[src/rtl/delayer_pkg.sv]
// rtl/delayer_pkg.sv - shared default parameters for the delayer line
package delayer_pkg;

  localparam int DEFAULT_WIDTH = 32;
  localparam int DEFAULT_DELAY = 5;

endpackage

[src/rtl/delayer_stage.sv]
// rtl/delayer_stage.sv - one WIDTH-bit register of the delay chain
// Asynchronous active-low clear, loads only while enabled.
module delayer_stage
  import delayer_pkg::*;
#(
  parameter int WIDTH = DEFAULT_WIDTH
) (
  input  logic             clk,
  input  logic             rstn,
  input  logic             i_en,
  input  logic [WIDTH-1:0] i_d,
  output logic [WIDTH-1:0] o_q
);

  logic [WIDTH-1:0] r_q;

  always_ff @(posedge clk or negedge rstn) begin
    if (!rstn) begin
      r_q <= '0;
    end else if (i_en) begin
      r_q <= i_d;
    end
  end

  assign o_q = r_q;

endmodule

[src/rtl/delayer.sv]
// rtl/delayer.sv - stallable fixed-latency delay line of DELAY register stages
// DELAY=0 collapses to a plain wire from in to out.
module delayer
  import delayer_pkg::*;
#(
  parameter int WIDTH = DEFAULT_WIDTH,
  parameter int DELAY = DEFAULT_DELAY
) (
  input  logic             clk,
  input  logic             rstn,
  input  logic             stall,
  input  logic [WIDTH-1:0] in,
  output logic [WIDTH-1:0] out
);

  generate
    if (DELAY == 0) begin : g_pass
      // Clock, reset and stall are intentionally unused in the passthrough build.
      logic w_unused;
      assign w_unused = ^{clk, rstn, stall};
      assign out      = in;
    end else begin : g_chain
      logic [WIDTH-1:0] w_chain [DELAY+1];
      logic             w_en;

      assign w_en       = !stall;
      assign w_chain[0] = in;

      for (genvar i = 0; i < DELAY; i++) begin : g_stage
        delayer_stage #(
          .WIDTH (WIDTH)
        ) u_stage (
          .clk  (clk),
          .rstn (rstn),
          .i_en (w_en),
          .i_d  (w_chain[i]),
          .o_q  (w_chain[i+1])
        );
      end

      assign out = w_chain[DELAY];
    end
  endgenerate

endmodule

[config.mk]
export PLATFORM = sky130hd
export DESIGN_NAME = delayer
export DESIGN_NICKNAME = d
export VERILOG_FILES = /design/src/rtl/delayer_pkg.sv /design/src/rtl/delayer_stage.sv /design/src/rtl/delayer.sv
export SDC_FILE = /design/constraint.sdc
export NUM_CORES = 1
export LEC_CHECK = 0
export BUFFER_PORTS_ARGS = -buffer_cell sky130_fd_sc_hd__buf_2
export CAP_MARGIN = 40
export CELL_PAD_IN_SITES_DETAIL_PLACEMENT = 1
export CELL_PAD_IN_SITES_GLOBAL_PLACEMENT = 1
export CORE_MARGIN = 2
export CORE_UTILIZATION = 30
export CTS_BUF_LIST = sky130_fd_sc_hd__clkbuf_16
export DETAILED_ROUTE_END_ITERATION = 6
export MAX_ROUTING_LAYER = met4
export PLACE_DENSITY_LB_ADDON = 0.1
export SLEW_MARGIN = 20
export SYNTH_ARGS = -nofsm -noshare
export SYNTH_HDL_FRONTEND = slang
export SYNTH_SLANG_ARGS = --single-unit
[constraint.sdc]
create_clock -name clk -period 0.85 [get_ports clk]
set_input_delay 0.255 -clock clk [delete_from_list [all_inputs] [get_ports clk]]
set_output_delay 0.255 -clock clk [all_outputs]
set_load 0.03 [all_outputs]
==> key figures <==
Timing
  • Hold Vio Cnt, Final: 0
  • Pins Over Slew Limit: 0
  • Worst-margin pin slew: 0.217 ns
  • Minimum clock period after layout: 1.23 ns
  • Min Hold Slack: 0.0697 ns
  • Final Cycle Share: 145%
  • Achievable Freq: 814 MHz
  • Slew margin rel.: 85.5%
  • Setup TNS: -11.44 ns
  • Setup WS post-layout: -0.379 ns
  • Setup-failing EPs final: 38
  • Final Skew: 0.00588 ns
  • RSZ-0062 raised after global routing: yes

Hold path
  • Hold path cells: 2
  • HP Class: in -> reg
  • Min-delay src: in[22]
  • Hold endpoint: g_chain.g_stage[0].u_stage.o_q[22]

Yosys
  • Synth async-reset ratio: 100%
  • Synth warn: 0
  • Post-synth cell types: 5
  • Top_reg_cell synth: dfrtp_1
  • Share of the synthesized area in the top cell type: 63.1%
  • Netlist Area Pre-Place: 6350 um^2
  • Net Count, Synth: 373
  • Area leader, netlist: dfrtp_1
  • Synth top area cells: dfrtp_1 (63%), mux2_4 (24%), mux2_2 (11%)
  • Synthesis-stage register bit count: 160
  • Post-synth EDFFs: 0
  • Most frequent cells after synthesis: dfrtp_1 (160), mux2_4 (100), mux2_2 (60)
  • Most frequent cell after synthesis: dfrtp_1
  • Register area share after synthesis: 63.1%
  • Post-Syn Instances: 338
  • Syn_area_per_cell: 18.8 um^2

Global route
  • Vias in the first global route: 3442
  • Grt ovf: 0
  • Initial antenna violation count: 0
  • Tot GR Track Use: 10.9%
  • Largest net degree at the start of global routing: 39
  • First-pass GRT wire length: 18400 um

Final layout
  • Share of cells above drive strength 1: 62.3%
  • N_diodes: 0
  • Fill cells: 2098
  • P&R area growth vs syn: 26.0%
  • Final core utilization: 38.3%
  • Largest register FFs: 160
  • Layout net count: 465

Critical path
  • Crit-path cells: buf_6
  • Top Family by Delay on Critical Path: flip-flops
  • Critical Path End Type: primary output
  • RR Endpoint: g_chain.g_stage[4].u_stage.o_q[31]
  • Crit-path max cell delay: 0.41 ns
  • Worst flop-to-flop path startpoint: g_chain.g_stage[4].u_stage.o_q[31]
  • Worst R2R Path Depth: 2
  • Flop2flop setup slack: -0.04 ns
  • Worst setup SP type: flop
  • Worst EP required: 0.59 ns
  • Worst setup path category: reg -> out
  • CP Max Fanout: 2
  • Slowest CP cell: dfrtp_1
  • WP buf/inv: 1
  • Critical Path AT: 0.97 ns

Die
  • Die width: 149 um
  • Rows: 53
  • DIE AREA: 22300 um^2
  • Core region area: 20900 um^2
  • IO Count: 67
  • Initial Util: 30.4%
  • Die height: 149 um

Routing
  • DRC errors left: 0
  • Post-DRT Antenna Nets: 0
  • Via/cell ratio: 4.19
  • DR iter-0 viols: 81
  • Via count: 3012
  • DRT Pass-1 Iters: 3
  • Total Wirelength: 10500 um
  • Routed length per placed instance: 14.6 um

Pwr
  • Comb pwr share: 21.4%
  • Leakage Power: 3.75 nW
  • Clk network pwr share: 33.0%
  • Power Density: 2750 nW/um^2
  • P_sw: 0.00578 W
  • Sequential share of power: 45.6%
  • Sw frac: 26.3%
  • Internal Power: 0.0162 W
  • Peak supply drop: 1.03 mV

Outcome
  • Failing checks: negative setup slack
  • Status: finished with violations

Clock tree
  • CTS tree: done
  • Clk pin slew, worst setup/hold paths: 0.06 ns
  • Num CTS Buffers: 17
  • Clk sink count: 160
  • Clock Tree Root: clkbuf_16
  • Clk_lat worst skew: 0.41 ns
  • CTS Buffer Depth: 2
  • Htree depth: 4

Placed design
  • IO Port Bufs: 66
  • Post-DP HPWL: 6720 um
  • Routability congestion estimate: 0.634

Flow run
  • Max-Cap Viols: 0
==> power by group through the flow <==
| stage | clock (W) | sequential [W] | combinational, W |
|---|---|---|---|
| after floorplan | 0 | 0.0107 | 0.00213 |
| after global placement | 0 | 0.0100 | 0.00397 |
| after detailed placement | 0 | 0.0101 | 0.00405 |
| after CTS | 0.00753 | 0.0101 | 0.00471 |
| after global routing | 0.00787 | 0.0103 | 0.00503 |
| final | 0.00726 | 0.0100 | 0.00470 |
==> cells by family (layout without fill, tap and decap cells) <==
| group | Yosys count | after routing | share of synthesized area [%] |
|---|---|---|---|
| muxes | 160 | 160 | 34.3 |
| DFF | 160 | 160 | 63.1 |
| buffers and inverters | 18 | 123 | 2.60 |
==> cell type report <==
cell class / instances / area [um^2] / share of cell area (%)
flip-flops and latches: 160 / 4000 / 50.1
multi-input cells: 160 / 2190 / 27.4
repair buffers: 91 / 901 / 11.3
clock buffers: 17 / 425 / 5.32
well taps: 275 / 344 / 4.30
clock inverters: 15 / 131 / 1.64
==> through the flow <==
| step | area, um^2 | setup WS, ns | total power [W] | std cells |
|---|---|---|---|---|
| floorplan | 6400 | -0.212 | 0.0129 | 338 |
| CTS | 7970 | -0.411 | 0.0223 | 716 |
| detailed placement | 7160 | -0.387 | 0.0141 | 679 |
| global route | 8000 | -0.421 | 0.0232 | 718 |
| global placement | 7160 | -0.361 | 0.0140 | 679 |
| finish | 8000 | -0.379 | 0.0220 | 718 |
==> what timing repair did <==
item	CTS	global route
hold buffers	1	0
gates resized for setup	68	4
endpoints found under the hold margin	160	0
setup buffers	4	5
endpoints found under the setup margin	32	36
==> placed cells by master, fill, tap and decap left out, drive strengths merged <==
cell type | netlist | routed
inv | 0 | 4
bufinv | 0 | 2
buf | 18 | 89
dlygate4sd3 | 0 | 1
clkinvlp | 0 | 4
clkinv | 0 | 5
dfrtp | 160 | 160
mux2 | 160 | 160
clkbuf | 0 | 18
==> metal layers <==
metal | wire [um] | global-route usage [%] | vias up
li1 | - | - | 1369
met1 | 5180 | 14.8 | 1582
met2 | 4690 | 15.2 | 49
met3 | 400 | 3.02 | 12
met4 | 178 | 4.71 | 0
met5 | 0 | - | -
==> how the worst max path moves through the flow <==
| stage | endpoint | cells past startpoint | start | slack (ns) |
|---|---|---|---|---|
| 6_report | out[15] | 1 | g_chain.g_stage[4].u_stage.o_q[15] | -0.38 |
| 5_1_grt | out[15] | 1 | g_chain.g_stage[4].u_stage.o_q[15] | -0.42 |
| 4_1_cts | out[15] | 1 | g_chain.g_stage[4].u_stage.o_q[15] | -0.41 |
| 2_1_floorplan | g_chain.g_stage[0].u_stage.o_q[0] | 4 | stall | -0.21 |
| 3_5_place_dp | g_chain.g_stage[0].u_stage.o_q[27] | 3 | stall | -0.39 |
| 3_3_place_gp | g_chain.g_stage[3].u_stage.o_q[4] | 3 | stall | -0.36 |
Note: power is estimated with default switching activity, not from simulation.
